### src/rtl/dll_code_ctrl.sv
// DLL delay-code controller: SAR coarse search, +/-1 tracking with reversal lock, harmonic recovery.
// Decisions every SETTLE+1 clocks; no backpressure. Define DLL_CODE_SYNC_EN to add 2-flop input synchronizers.
module dll_code_ctrl #(
  parameter int WIDTH    = 10,
  parameter int SETTLE   = 4,
  parameter int LOCK_CNT = 8
) (
  input  logic             clk_ext,
  input  logic             rst,
  input  logic             en,
  input  logic             pd_up,
  input  logic             hld1,
  input  logic             hld2,
  output logic [WIDTH-1:0] Q,
  output logic             Sel,
  output logic             lock,
  output logic [1:0]       state_o
);

  typedef enum logic [1:0] {
    IDLE    = 2'd0,
    SAR     = 2'd1,
    TRACK   = 2'd2,
    RECOVER = 2'd3
  } state_t;

  localparam int             IW       = $clog2(WIDTH);
  localparam logic [IW-1:0]  IDX_TOP  = IW'(WIDTH - 1);
  localparam logic [WIDTH-1:0] Q_RST  = {1'b1, {(WIDTH-1){1'b0}}};
  localparam logic [WIDTH-1:0] Q_MAX  = '1;
  localparam logic [3:0]     SETTLE_L = 4'(SETTLE);
  localparam logic [3:0]     LOCK_L   = 4'(LOCK_CNT);

  state_t           state;
  logic [IW-1:0]    idx;
  logic [3:0]       cnt;
  logic [3:0]       rev;
  logic             last_up;
  logic             dir_vld;

  logic             pd_s;
  logic             h1_s;
  logic             h2_s;

`ifdef DLL_CODE_SYNC_EN
  logic [1:0] pd_ff;
  logic [1:0] h1_ff;
  logic [1:0] h2_ff;

  always_ff @(posedge clk_ext) begin
    if (rst) begin
      pd_ff <= '0;
      h1_ff <= '0;
      h2_ff <= '0;
    end else begin
      pd_ff <= {pd_ff[0], pd_up};
      h1_ff <= {h1_ff[0], hld1};
      h2_ff <= {h2_ff[0], hld2};
    end
  end

  assign pd_s = pd_ff[1];
  assign h1_s = h1_ff[1];
  assign h2_s = h2_ff[1];
`else
  assign pd_s = pd_up;
  assign h1_s = hld1;
  assign h2_s = hld2;
`endif

  logic [WIDTH:0]   q_grow;
  logic [WIDTH-1:0] q_hld2;
  logic [WIDTH-1:0] q_inc;
  logic [WIDTH-1:0] q_dec;
  logic [WIDTH-1:0] sar_q;
  logic [3:0]       rev_nxt;

  assign q_grow = {1'b0, Q} + {2'b00, Q[WIDTH-1:1]};
  assign q_hld2 = q_grow[WIDTH] ? Q_MAX : q_grow[WIDTH-1:0];
  assign q_inc  = (Q == Q_MAX) ? Q : Q + WIDTH'(1);
  assign q_dec  = (Q == '0)    ? Q : Q - WIDTH'(1);

  // Trial bit takes the PD verdict; the next lower bit becomes the new trial.
  always_comb begin
    sar_q      = Q;
    sar_q[idx] = pd_s;
    if (idx != '0) sar_q[idx - IW'(1)] = 1'b1;
  end

  // First step after entering TRACK has no prior direction, so it neither counts nor clears.
  always_comb begin
    rev_nxt = '0;
    if (dir_vld && (pd_s != last_up)) rev_nxt = (rev == LOCK_L) ? rev : rev + 4'd1;
  end

  always_ff @(posedge clk_ext) begin
    if (rst || !en) begin
      state   <= IDLE;
      Q       <= Q_RST;
      Sel     <= 1'b0;
      lock    <= 1'b0;
      cnt     <= SETTLE_L;
      idx     <= IDX_TOP;
      rev     <= '0;
      last_up <= 1'b0;
      dir_vld <= 1'b0;
    end else begin
      Sel <= 1'b0;
      case (state)
        IDLE: begin
          state <= SAR;
          cnt   <= SETTLE_L;
        end
        SAR, TRACK: begin
          if (h1_s || h2_s) begin
            Q     <= h1_s ? {1'b0, Q[WIDTH-1:1]} : q_hld2;
            Sel   <= 1'b1;
            lock  <= 1'b0;
            rev   <= '0;
            cnt   <= SETTLE_L;
            state <= RECOVER;
          end else if (cnt != '0) begin
            cnt <= cnt - 4'd1;
          end else begin
            cnt <= SETTLE_L;
            Sel <= 1'b1;
            if (state == SAR) begin
              Q <= sar_q;
              if (idx == '0) begin
                state   <= TRACK;
                rev     <= '0;
                dir_vld <= 1'b0;
              end else begin
                idx <= idx - IW'(1);
              end
            end else begin
              Q       <= pd_s ? q_inc : q_dec;
              last_up <= pd_s;
              dir_vld <= 1'b1;
              rev     <= rev_nxt;
              lock    <= (rev_nxt == LOCK_L);
            end
          end
        end
        RECOVER: begin
          if (cnt != '0) begin
            cnt <= cnt - 4'd1;
          end else begin
            state   <= TRACK;
            cnt     <= SETTLE_L;
            dir_vld <= 1'b0;
          end
        end
        default: state <= IDLE;
      endcase
    end
  end

  assign state_o = state;

endmodule
### config.mk
export PLATFORM = sky130hd
export DESIGN_NAME = dll_code_ctrl
export DESIGN_NICKNAME = d
export VERILOG_FILES = /design/src/rtl/dll_code_ctrl.sv
export SDC_FILE = /design/constraint.sdc
export NUM_CORES = 1
export LEC_CHECK = 0
export CORE_MARGIN = 4
export CORE_UTILIZATION = 45
export CTS_CLUSTER_SIZE = 30
export DETAILED_ROUTE_END_ITERATION = 16
export GPL_ROUTABILITY_DRIVEN = 0
export SLEW_MARGIN = 20
export SYNTH_ARGS = -nofsm -noshare
export SYNTH_HDL_FRONTEND = slang
export SYNTH_SLANG_ARGS = --single-unit
### constraint.sdc
create_clock -name clk_ext -period 6.03 [get_ports clk_ext]
set_input_delay 1.206 -clock clk_ext [delete_from_list [all_inputs] [get_ports clk_ext]]
set_output_delay 1.206 -clock clk_ext [all_outputs]
set_load 0.01 [all_outputs]
==> flow_summary.ini <==
[route]
drc_errors = 0
drt_iter0_drc = 206
avgRoutedWirePerCell_um = 16.7
routed_via_density = 5.96
routed_wl_um = 7620
ant_nets = 0
vias = 2710
dr.pass1.iters = 5

[placed_design]
dpl_cell_area_um2 = 3050
dp_slack_ps = 1760
io_buffers = 19
dpl.hpwl_um = 5880

[cts]
h-tree-depth = 1
clock_sinks = 28
post_cts_resized = 0
clk_pin_slew_worst_paths_ps = 120
cts_setup_buffers = 0
cts_tree = built
clock_latency_ps = 290
cts_buffers = 3
ctsHoldBuffers = 0
clock_path_buffers = 2
root_buffer = clkbuf_8

[final_layout]
final_area_um2 = 3120
fillers = 589
drive_above_1_share = 0.0421
multi_input_area_um2 = 2110
final_util = 0.521
antenna_cells = 0
fin_nets = 425
register_area_um2 = 561
syn2layout_area_growth_pct = 10.5

[critical_path]
cp-end-kind = flop
start_kind = primary input
critPathKind = in -> reg
crit_arrival_ps = 4190
crit_fanout = 13
worstPathRequired_ps = 6250

[yosys]
synth_area_um2 = 2830
syn_area_per_cell_um2 = 7.66
yosysSeqAreaShare = 0.198
ys_async_sr_fraction = 0
synthCells = 369
synth_ff_type = dfxtp_1
synth_edf_count = 0
ys_types = 62
ys_ff_latch = 28
syn_nets = 413
yosys_warnings = 0

[floorplanning]
ioPinCount = 20
rows = 28
core_um2 = 5990
start_util = 0.472
fp.dieH_um = 87.2
die_w_um = 87.2
dieArea_um2 = 7610

[timing]
tns_ps = 0
rsz0062_at_grt = no
fin_skew_ps = 12.1
maxSlewViolCount = 0
max_freq_mhz = 252
period_share = 0.659
min_period_ps = 3970
hold_viol = 0
slew_headroom = 0.454
setup_violations = 0
tightestPinTransition_ps = 819
fin_ws_ps = 2060

[power]
leakage_nw = 1.17
cellPowerDensity_nw_per_um2 = 150
p_total_w = 0.000468
ir_worst_vdd_v = 0.000128

[global_route]
grt_pass1_vias = 2569
grt_usage = 0.210
grt_pass1_wl_um = 12700
grt_max_degree = 21
antenna_found_initial = 0
grt_remaining_overflow = 0

[hold_path]
hold_path_class = reg -> reg

[status]
outcome = finished, final reports clean

[run]
maxCapViolations = 0
-- area by class of cell --
type | count | share of cell area
Inverter | 27 | 0.0325
Timing Repair Buffer | 19 | 0.0609
Multi-Input combinational cell | 302 | 0.674
Sequential cell | 28 | 0.179
Tap cell | 75 | 0.0300
Clock buffer | 3 | 0.0132
Clock inverter | 1 | 0.00962
-- synth_stat cells, types with 2 or more instances --
cell      instances  share of area
a221oi_1          4          0.012
a21oi_1          42          0.074
nand2_1          34          0.045
ha_1             36           0.16
or3_1             2         0.0044
o31ai_1           3         0.0080
o21ai_0          22          0.039
a211oi_1         10          0.027
nor2b_1           6          0.013
a31oi_1           6          0.013
o211ai_1          2         0.0053
a211o_1           2         0.0062
clkbuf_1          6         0.0080
nor2_1           31          0.041
nand3_1           4         0.0071
dfxtp_1          28           0.20
nor3_1            5         0.0089
nand4_1           6          0.013
fa_1              2          0.014
nor3b_1           3         0.0080
a32o_1            3          0.011
o21ai_1           2         0.0035
inv_1            27          0.036
xor2_1           11          0.034
buf_2             3         0.0053
a21o_1            4          0.011
or4_1             2         0.0053
o221ai_1          2         0.0062
o22ai_1           2         0.0044
and3_1            3         0.0066
o21a_1            2         0.0053
nand2b_1         11          0.024
o21bai_1          2         0.0053
or2_2             2         0.0044
nor4_1            2         0.0044
xnor2_1          11          0.034
-- metal layers --
layer / global-route usage / up-vias / wire [um]
met2: 0.320 / 75 / 3310
li1: - / 1351 / -
met4: 0.0251 / 0 / 40
met1: 0.325 / 1278 / 3890
met5: 0 / - / 0
met3: 0.0237 / 6 / 374
-- registers in the layout, indices dropped and copies added, names as in the netlist --
name / count
idx: 4
cnt: 4
dir_vld: 1
lock: 1
state_o: 2
last_up: 1
Sel: 1
Q: 10
rev: 4
-- worst max-delay path: stages --
cell	delay, ps
clkdlybuf4s50_1	830
inv_1	390
ha_1	400
a211oi_1	230
o21bai_1	120
a211o_1	270
a31oi_1	310
o2111ai_1	190
o31ai_1	240
-- placed cells by master, fill, tap and decap left out, types with 10 or more instances in the layout --
cell type and count:
a21oi_1 42, ha_1 36, nand2_1 34, nor2_1 31, dfxtp_1 28, inv_1 27
o21ai_0 22, clkdlybuf4s50_1 19, xor2_1 11, nand2b_1 11, xnor2_1 11, a211oi_1 10
-- power by group --
group	internal (W)	total (W)	switching (W)
registers	0.000189	0.000198	0.00000857
clock network	0.0000892	0.000158	0.0000688
logic	0.0000451	0.000112	0.0000672
-- final timing paths --
kind,start,endpoint,slack [ps],cells after the start
hold / removal,cnt[0],cnt[0],450,1
setup / recovery,pd_up,Q[9],2060,9
hold reg to reg,cnt[0],cnt[0],450,1
setup reg to reg,Q[1],Q[8],3210,10
-- metrics by stage --
| stage | std cells | hold slack, ps |
|---|---|---|
| 6_report | 455 | 451 |
| 5_1_grt | 455 | 494 |
| 4_1_cts | 455 | 457 |
| 3_5_place_dp | 451 | 440 |
| 3_3_place_gp | 451 | 428 |
| 2_1_floorplan | 369 | 413 |
-- cells by family (layout without fill, tap and decap cells) --
group | count (synthesis) | after routing | share of synthesized area
AO/OA/AOI/OAI | 120 | 120 | 0.272
AND/OR/NAND/NOR | 120 | 120 | 0.224
buffers and inverters | 39 | 50 | 0.0562
adder cells (fa/ha/maj) | 38 | 38 | 0.174
flip-flops | 28 | 28 | 0.198
XOR/XNOR | 22 | 22 | 0.0682
multiplexers | 2 | 2 | 0.00753
(Power assumes the default switching activity.)
==> RTL edit, RTL diff (same settings) <==
Add a define of `DLL_CODE_SYNC_EN`.
--- a/src/rtl/dll_code_ctrl.sv
+++ b/src/rtl/dll_code_ctrl.sv
@@ -1,5 +1,7 @@
 // DLL delay-code controller: SAR coarse search, +/-1 tracking with reversal lock, harmonic recovery.
 // Decisions every SETTLE+1 clocks; no backpressure. Define DLL_CODE_SYNC_EN to add 2-flop input synchronizers.
+`define DLL_CODE_SYNC_EN
+
 module dll_code_ctrl #(
   parameter int WIDTH    = 10,
   parameter int SETTLE   = 4,
Check against the original RTL: not equivalent (Yosys sat finds a counterexample within 4 cycles, from zero or initial values and one cycle with rst high).
==> RTL edit against the original RTL <==
  * Setup slack better by 1100 ps
  * Combinational power fell by 5%
  * Sequential share of layout area grew 2.2 points
  * Sequential cell count increased by 6
  * Synthesized area is 8.7% higher
  * Final area increased by 8.2%
  * Total power is 8.0% higher
  * Clock skew shrank 5.2 ps
  * Global-route usage down 0.96 points
  * Critical path depth down 5
  * Register-to-register slack is essentially flat
  * Routed wire length is 6.1% higher
  * Highest routed layer unchanged
==> RTL edit: results (changes against the original RTL) <==
combinational share of power=0.209 (was 0.240); Synth Area in Adders=0.160 (was 0.174); Setup WS pre-CTS=2900 ps (was 1760 ps); post-synthesis mux area share=0.0261 (was 0.00753); # nets final=452 (was 425); Yosys top cell area share=0.222 (was 0.198); Crit-path slowest cell=or4_1 (was clkdlybuf4s50_1); Post-Synth XOR/XNOR Area=0.0485 (was 0.0682); DP Cell Count=478 (was 451); crit path max fanout=14 (was 13); synth top area cells=dfxtp_1 22%, ha_1 15%, a21oi_1 5.9% (was dfxtp_1 20%, ha_1 16%, a21oi_1 7.4%); seq pwr=238 µW (was 198 µW); CP arrival=3060 ps (was 4190 ps); worst-margin pin slew=957 ps (was 819 ps); syn_nets=438 (was 413); post-placement cell area=3300 µm² (was 3050 µm²); CTS H-tree depth=2 (was 1); # clock sinks=34 (was 28); R2R depth=8 (was 10); share of cells above drive strength 1=0.0441 (was 0.0421); Comb group=106 µW (was 112 µW); total CTS buffers=5 (was 3); status=finished, final reports clean (unchanged); Tot GR Track Use=0.201 (was 0.210); post-synth cell types=65 (was 62)
-- RTL edit: cell types whose count changed in the layout (fill, tap and decap cells not counted), sizes merged, moves of 7 or more --
cell and delta:
nand3 +8, nor3 +8, a211oi -7, mux2i +7
nand2 +7
-- RTL edit: cell type report --
class	instances	area, µm²	share of cell area
clock buffer	6	72.6	0.0215
clock inverter	1	7.51	0.00222
inverter	28	105	0.0311
multi-input combinational	320	2230	0.659
sequential	34	681	0.201
tap	77	96.3	0.0285
timing repair buffer	19	190	0.0563
-- RTL edit: layer usage --
metal  part of all wire  GRT usage
met3              0.047     0.0333
met2               0.43      0.300
met5                  0          0
met4              0.024     0.0791
met1               0.50      0.285
-- RTL edit: path summary, 6_finish.rpt --
check                 from  endpoint  slack [ps]
hold / removal      cnt[0]    cnt[0]         440
setup / recovery       rst    cnt[3]        3200
setup reg to reg  pd_ff[1]      Q[8]        3200
hold reg to reg     cnt[0]    cnt[0]         440
